<file path="src/rtl/fnd_bcd_scan_ctrl_if.sv">
// Bus between the value source / FND pins and fnd_bcd_scan_ctrl.
// Handshake: the source raises load with bin valid. The request is taken
// only on a clock edge where the controller is idle (busy=0). While busy=1,
// load is ignored, with no queueing. done pulses for one cycle when bcd
// takes the new result.
interface fnd_bcd_scan_ctrl_if;
    logic [11:0] bin;
    logic        load;
    logic        busy;
    logic        done;
    logic [15:0] bcd;
    logic [3:0]  com;
    logic [7:0]  seg_7;
    logic [1:0]  state;   // conversion FSM state: 0 IDLE, 1 ADJ, 2 SHF, 3 DONE

    modport master (
        output bin, load,
        input  busy, done, bcd, com, seg_7, state
    );

    modport slave (
        input  bin, load,
        output busy, done, bcd, com, seg_7, state
    );
endinterface

</file>
<file path="src/rtl/fnd_bcd_scan_ctrl.sv">
// 12-bit binary to BCD converter (shift-add-3) driving a 4-digit
// common-anode seven-segment display through a scanned digit multiplexer.
module fnd_bcd_scan_ctrl #(
    parameter int unsigned SCAN_DIV   = 100000,
    parameter bit          BLANK_LEAD = 1'b1
) (
    input logic               clk,
    input logic               reset_n,
    fnd_bcd_scan_ctrl_if.slave bus
);
    localparam int unsigned PW = (SCAN_DIV > 2) ? $clog2(SCAN_DIV) : 1;
    localparam logic [PW-1:0] TERM = PW'(SCAN_DIV - 1);

    typedef enum logic [1:0] {
        IDLE = 2'd0,
        ADJ  = 2'd1,
        SHF  = 2'd2,
        DONE = 2'd3
    } state_t;

    state_t        state;
    logic [11:0]   shreg;
    logic [15:0]   work;
    logic [3:0]    bit_cnt;
    logic [15:0]   bcd_q;
    logic          done_q;
    logic          busy_q;
    logic [15:0]   work_adj;
    logic [15:0]   work_shf;
    logic [PW-1:0] presc;
    logic [1:0]    index;
    logic [3:0]    nib;
    logic          blank;

    // Add 3 to every working nibble above 4; nibbles are independent, no carry between them.
    always_comb begin
        work_adj = work;
        for (int k = 0; k < 4; k++) begin
            if (work[k*4 +: 4] > 4'd4) begin
                work_adj[k*4 +: 4] = work[k*4 +: 4] + 4'd3;
            end
        end
    end

    // The working BCD after shifting in the next binary MSB.
    assign work_shf = {work[14:0], shreg[11]};

    // Conversion FSM. bcd and done are loaded on the edge that enters DONE,
    // so the display only ever sees complete results.
    always_ff @(posedge clk or negedge reset_n) begin
        if (!reset_n) begin
            state   <= IDLE;
            shreg   <= '0;
            work    <= '0;
            bit_cnt <= '0;
            bcd_q   <= '0;
            done_q  <= 1'b0;
            busy_q  <= 1'b0;
        end else begin
            case (state)
                IDLE: begin
                    done_q <= 1'b0;
                    if (bus.load) begin
                        shreg   <= bus.bin;
                        work    <= '0;
                        bit_cnt <= '0;
                        busy_q  <= 1'b1;
                        state   <= ADJ;
                    end
                end
                ADJ: begin
                    work  <= work_adj;
                    state <= SHF;
                end
                SHF: begin
                    work    <= work_shf;
                    shreg   <= {shreg[10:0], 1'b0};
                    bit_cnt <= bit_cnt + 4'd1;
                    if (bit_cnt == 4'd11) begin
                        bcd_q  <= work_shf;
                        done_q <= 1'b1;
                        state  <= DONE;
                    end else begin
                        state <= ADJ;
                    end
                end
                DONE: begin
                    done_q <= 1'b0;
                    busy_q <= 1'b0;
                    state  <= IDLE;
                end
                default: state <= IDLE;
            endcase
        end
    end

    // Free-running digit-slot prescaler and digit index, independent of the FSM.
    always_ff @(posedge clk or negedge reset_n) begin
        if (!reset_n) begin
            presc <= '0;
            index <= 2'd0;
        end else if (presc == TERM) begin
            presc <= '0;
            index <= index + 2'd1;
        end else begin
            presc <= presc + 1'b1;
        end
    end

    // Select the nibble of the active digit; leading zeros above it decide blanking.
    always_comb begin
        nib   = bcd_q[3:0];
        blank = 1'b0;
        case (index)
            2'd0: begin nib = bcd_q[3:0];   blank = 1'b0;                  end
            2'd1: begin nib = bcd_q[7:4];   blank = (bcd_q[15:4]  == '0);  end
            2'd2: begin nib = bcd_q[11:8];  blank = (bcd_q[15:8]  == '0);  end
            2'd3: begin nib = bcd_q[15:12]; blank = (bcd_q[15:12] == '0);  end
            default: begin nib = bcd_q[3:0]; blank = 1'b0;                 end
        endcase
    end

    function automatic logic [7:0] seg_decode(input logic [3:0] d);
        case (d)
            4'd0:    seg_decode = 8'hC0;
            4'd1:    seg_decode = 8'hF9;
            4'd2:    seg_decode = 8'hA4;
            4'd3:    seg_decode = 8'hB0;
            4'd4:    seg_decode = 8'h99;
            4'd5:    seg_decode = 8'h92;
            4'd6:    seg_decode = 8'h82;
            4'd7:    seg_decode = 8'hF8;
            4'd8:    seg_decode = 8'h80;
            4'd9:    seg_decode = 8'h90;
            default: seg_decode = 8'hFF;
        endcase
    endfunction

    assign bus.com   = ~(4'b0001 << index);
    assign bus.seg_7 = (BLANK_LEAD && blank) ? 8'hFF : seg_decode(nib);
    assign bus.busy  = busy_q;
    assign bus.done  = done_q;
    assign bus.bcd   = bcd_q;
    assign bus.state = state;
endmodule

</file>
<file path="src/flat_wrapper.sv">
// flat-port wrapper written by rule: the top's interface ports become plain ports
module fnd_bcd_scan_ctrl_flat 
#(
    parameter int unsigned SCAN_DIV   = 100000,
    parameter bit          BLANK_LEAD = 1'b1
)
  (clk, reset_n, bus_bin, bus_load, bus_busy, bus_done, bus_bcd, bus_com, bus_seg_7, bus_state);
  fnd_bcd_scan_ctrl_if bus_i ();
  input logic clk;
  input logic reset_n;
  input wire logic [$bits(bus_i.bin)-1:0] bus_bin;
  input wire logic [$bits(bus_i.load)-1:0] bus_load;
  output wire logic [$bits(bus_i.busy)-1:0] bus_busy;
  output wire logic [$bits(bus_i.done)-1:0] bus_done;
  output wire logic [$bits(bus_i.bcd)-1:0] bus_bcd;
  output wire logic [$bits(bus_i.com)-1:0] bus_com;
  output wire logic [$bits(bus_i.seg_7)-1:0] bus_seg_7;
  output wire logic [$bits(bus_i.state)-1:0] bus_state;
  assign bus_i.bin = bus_bin;
  assign bus_i.load = bus_load;
  assign bus_busy = bus_i.busy;
  assign bus_done = bus_i.done;
  assign bus_bcd = bus_i.bcd;
  assign bus_com = bus_i.com;
  assign bus_seg_7 = bus_i.seg_7;
  assign bus_state = bus_i.state;
  fnd_bcd_scan_ctrl #(.SCAN_DIV(SCAN_DIV), .BLANK_LEAD(BLANK_LEAD)) u_core (.clk(clk), .reset_n(reset_n), .bus(bus_i));
endmodule
</file>
<file path="config.mk">
export PLATFORM = sky130hd
export DESIGN_NAME = fnd_bcd_scan_ctrl_flat
export DESIGN_NICKNAME = d
export VERILOG_FILES = /design/src/rtl/fnd_bcd_scan_ctrl_if.sv /design/src/rtl/fnd_bcd_scan_ctrl.sv /design/src/flat_wrapper.sv
export SDC_FILE = /design/constraint.sdc
export NUM_CORES = 1
export LEC_CHECK = 0
export BUFFER_PORTS_ARGS = -buffer_cell sky130_fd_sc_hd__buf_2
export CAP_MARGIN = 40
export CORE_UTILIZATION = 50
export DETAILED_ROUTE_END_ITERATION = 10
export PLACE_DENSITY = 0.77
export SYNTH_ARGS = -nofsm -noshare
export SYNTH_HDL_FRONTEND = slang
export SYNTH_SLANG_ARGS = --single-unit
</file>
<file path="constraint.sdc">
create_clock -name clk -period 2.3 [get_ports clk]
set_input_delay 0.115 -clock clk [delete_from_list [all_inputs] [get_ports clk]]
set_output_delay 0.115 -clock clk [all_outputs]
set_load 0.01 [all_outputs]
</file>
After elaboration in Yosys (flattened, before gate mapping)
Memory sizes are Yosys's and may differ from the RTL's.
Index checks and enable logic that the tools add are counted.
- add/subtract/negate cells: 7
- multiply operators: 0
- divide/modulo/power cells: 0
- $lt $le $gt $ge: 4
- eq/ne operators: 14
- shift-type cells: 1
- multiplexer cells: 21
- bitwise logic cells: 1
- reductions and logical operators: 18
- operator list (kind ; number):
    $pmux W16 S3 ; 1
    $pmux W12 S2 ; 1
    $mux W4 ; 5
    $add A17 B1 Y17 const B ; 1
    $eq A17 B17 Y1 const B ; 1
    $mux W17 ; 1
    $add A4 B2 Y4 const B ; 4
    $gt A4 B3 Y1 const B ; 4
    $mux W16 ; 1
    $pmux W4 S4 ; 1
    $logic_not A12 Y1 ; 1
    $mux W12 ; 1
    $reduce_and A3 Y1 ; 4
    $ne A2 B1 Y1 const B ; 5
    $eq A2 B2 Y1 const B ; 4
    $logic_not A8 Y1 ; 1
    $mux W8 ; 1
    $pmux W2 S4 ; 1
    $pmux W4 S2 ; 1
    $reduce_and A2 Y1 ; 4
    $reduce_bool A2 Y1 ; 3
    $add A4 B1 Y4 const B ; 1
    $eq A2 B1 Y1 const B ; 2
    $eq A4 B4 Y1 const B ; 1
    12 further kinds ; 16
- register bits after elaboration: 71
- bits in latches: 0
- memory bits (writable): 0
- memory bits (read-only): 112
- bits of input ports: 15
- logic and storage cells: 79
- memories kept: 1
- memory list (memory ; words ; bits a word ; rd ports ; clocked after Yosys merged registers in ; wr ports ; line ; RTL):
    (name not given) ; 16 ; 7 ; 1 ; 0 ; 0 ; fnd_bcd_scan_ctrl.sv:124 ; case (d)

Depth between registers and ports, before layout
- depth in word-level cells: 4
- depth in mapped cells: 8

Worst setup path after synthesis
No wires, ideal clock.
- path type: reg2out
- start: reg u_core.index[0]
- end: out bus_seg_7[3]
- arrival time: 2.005 ns
- data required time: 2.185 ns
- path slack: 0.180 ns
- stages on the path, launching flop included: 8
- buffers on the path: 1
- cell sequence: dfrtp_1 inv_1 ha_1 clkbuf_1 mux2i_1 ha_1 o21ai_0 nand4_1
- longest elaborated chain between the ends: 4
- RTL lines (what ; line ; RTL):
    from (decl) ; fnd_bcd_scan_ctrl.sv:31 ; logic [1:0] index;
    from (signal assigned) ; fnd_bcd_scan_ctrl.sv:104 ; index <= index + 2'd1;
    $eq A2 B2 Y1 (tied with other cells) ; fnd_bcd_scan_ctrl.sv:114 ; case (index)
    $pmux W4 S4 ; fnd_bcd_scan_ctrl.sv:114 ;
    $mem_v2 Z16 W7 ; -- ;
    $mux W8 * ; fnd_bcd_scan_ctrl.sv:140 ; assign bus.seg_7 = (BLANK_LEAD && blank) ? 8'hFF : seg_decode(nib);
    to (decl) ; flat_wrapper.sv:17 ; output wire logic [$bits(bus_i.seg_7)-1:0] bus_seg_7;
Every way passes the cells marked *; elsewhere a longest branch is shown, timed or not.

Worst setup path in the final report
- start: reg u_core.index[1]
- end: out bus_seg_7[4]
Same word-level chain as after synthesis.

==> impl_metrics.ini <==
[drt]
drt_pass1_iterations = 7
routed_wl_mm = 7.994
post-route-drc-count = 0
first_iter_violations = 227
vias_per_cell = 5.463
num_vias = 3152
ant_nets = 0
wire_per_inst_um = 13.85

[synth]
synth.cell_area_um2 = 3796
synthArstFlopShare = 1.000
ys_seq_area_frac = 0.4680
postSynthCellCount = 412
ys_ff_latch = 71
syn-num-nets = 445
synth.area.top_cells = dfrtp_1, o21ai_0, nand2_1, ha_1, mux2i_1
yosysWarningCount = 0
yosysTopAreaCellShare = 0.4680
syn_avg_cell_area_um2 = 9.214
synth_top_area_cell = dfrtp_1
ys_types = 47
synth_edf_count = 0
synth_flop_cell = dfrtp_1

[timing]
slew_viol_final = 0
worst_pin_slew_ns = 0.6121
timing.final.ws_setup_ns = -0.2350
grt_setup_unrepaired = yes
setup_viol = 7
finalClockSkew_ns = 0.007113
holdWs_ns = 0.05970
layout_min_cycle_time_ns = 2.535
timing.final.crit_share = 1.102
slew_headroom = 0.5888
fmax_mhz = 394.5
hold_viol_final = 0

[power]
p_seq_frac = 0.379
power_density_nw_per_um2 = 990.5
p_sw_frac = 0.3713
power.switching_mw = 1.702
power_frac_clock = 0.270
total_power_mw = 4.583
p_leak_nw = 2.149
power.internal_mw = 2.881
comb_power_share = 0.352
ir_drop_mv = 0.7018

[layout]
multi_input_area_um2 = 1939
ff_latch_area_um2 = 1777
syn_to_final_growth_pct = 21.89
layout_commonest_cell = dfrtp_1
nFillCells = 623
design_area_um2 = 4627
n_antenna_cell = 0
drive_gt1_frac = 0.2301
fin_nets = 506
mostFrequentLayoutCells = dfrtp_1, nand2_1, o21ai_0

[outcome]
violations = negative setup slack
status = finished, violations left

[run]
max-cap-violations = 0

[floorplanning]
die_h_um = 89.14
die_w_um = 89.14
rows = 31
die_area_um2 = 7945
start_util = 0.5206
core_area_um2 = 7292
ios = 47

[setup_path]
crit_type = flip-flop to output pin
crit_required_ns = 2.18
crit_fanout = 8
r2r_slack_ns = 0.27
end_kind = output pin
start_kind = flip-flop
r2r_cells = 7
cp.arrival_ns = 2.42
r2r_end = u_core.work[6]
r2r_start = u_core.bus.state[0]

[grt]
grt_max_degree = 72
antenna_found_initial = 0
grt_pass1_wl_mm = 13.40
grtUsageTotal = 0.2202
overflow = 0
grt_pass1_vias = 2952

[cts]
clk_latency_ns = 0.34
root_buffer = clkbuf_8
htree_levels = 3
numCtsBuffers = 9
cts_buffer_depth = 2
cts.clk_slew.worst_paths_ns = 0.08
cts_tree = built
clock-sinks = 71

[place]
hpwl_mm = 5.489
gp_congestion = 0.8309
placed_area_um2 = 4177
io_buffers = 45

[hold_path]
min_from = bus_bin[9]
whs_endpoint = u_core.shreg[9]
hp-class = input pin to flip-flop
holdPathStages = 3
## per-layer routing
layer	share of wire	vias up	routed length, um	GRT usage
met3	0.047	19	379	0.02955
met1	0.46	1479	3700	0.2729
met2	0.46	106	3707	0.3796
li1	-	1548	-	-
met4	0.026	0	206	0.1082
met5	0	-	0	0
## flip-flops by register name (all words and copies together), names as in the netlist
name / count
u_core.bus.bcd: 16
u_core.bus.busy: 1
u_core.bit_cnt: 4
u_core.bus.state: 2
u_core.index: 2
u_core.work: 16
u_core.presc: 17
u_core.shreg: 12
u_core.bus.done: 1
## power by group through the flow
stage          clock (mW)  combinational [mW]  sequential, mW
2_1_floorplan           0                1.17            1.70
3_3_place_gp            0                1.54            1.73
3_5_place_dp            0                1.60            1.75
4_1_cts              1.26                1.61            1.73
5_1_grt              1.31                1.83            1.77
6_report             1.24                1.61            1.73
## timing repair
| action | CTS | global route |
|---|---|---|
| setup endpoints to repair | 7 | 7 |
| hold endpoints to repair | 71 | 0 |
| pin swaps | 8 | 2 |
| setup buffers | 8 | 0 |
| gates resized for setup | 26 | 4 |
| hold buffers | 1 | 0 |
## area by class of cell
type                       instances  area share
multi-input combinational        292      0.4191
tap                               99     0.02677
clock buffer                      10     0.02975
sequential                        71      0.3840
clock inverter                     6     0.02515
timing repair buffer              67     0.08924
inverter                          32     0.02596
## kinds of logic after synthesis
| group | after synthesis | share of synthesized area |
|---|---|---|
| AO/OA/AOI/OAI | 106 | 0.1628 |
| XOR/XNOR | 18 | 0.04153 |
| adder cells (fa/ha/maj) | 18 | 0.05933 |
| buffers and inverters | 49 | 0.05241 |
| flip-flops | 71 | 0.4680 |
| multiplexers | 21 | 0.05735 |
| other | 1 | 0.0009878 |
| AND/OR/NAND/NOR | 128 | 0.1575 |
## worst max-delay path by stage
stage | start | endpoint
after detailed placement | u_core.index[1] | bus_seg_7[4]
final | u_core.index[1] | bus_seg_7[4]
after global placement | u_core.index[0] | bus_seg_7[4]
after floorplan | u_core.index[0] | bus_seg_7[3]
after CTS | u_core.index[1] | bus_seg_7[1]
after global routing | u_core.index[0] | bus_seg_7[0]
## metrics by stage
stage | TNS [ns] | setup WS, ns | instances | util
after detailed placement | 0 | 0.08519 | 552 | 0.5728
after CTS | -0.8411 | -0.1885 | 577 | 0.6301
after global routing | -1.587 | -0.2877 | 577 | 0.6345
after floorplan | 0 | 0.1799 | 412 | -
final | -1.335 | -0.2350 | 577 | 0.6345
after global placement | 0 | 0.1548 | 552 | 0.5728
## critical path: stages (launching register included)
cell and delay [ns]:
dfrtp_1 0.41, buf_6 0.13, ha_4 0.16, a222oi_1 0.57, mux2i_4 0.24, nand2_1 0.20, a32o_1 0.19, nand2_1 0.05
buf_2 0.14
## cells in the mapped netlist (2+ instances only)
cell / n
a21oi_1: 18
a222oi_1: 4
a22o_1: 3
a31oi_1: 3
a32o_1: 2
and2_1: 2
and3_1: 2
buf_1: 2
buf_2: 3
clkbuf_1: 10
dfrtp_1: 71
ha_1: 18
inv_1: 32
mux2_2: 6
mux2i_1: 15
nand2_1: 68
nand2b_1: 2
nand3_1: 11
nand4_1: 5
nor2_1: 17
nor3_1: 10
o211a_1: 2
o21a_1: 3
o21ai_0: 59
o22ai_1: 6
xnor2_1: 11
xor2_1: 7
No activity file was read; power rests on OpenSTA's default activity.
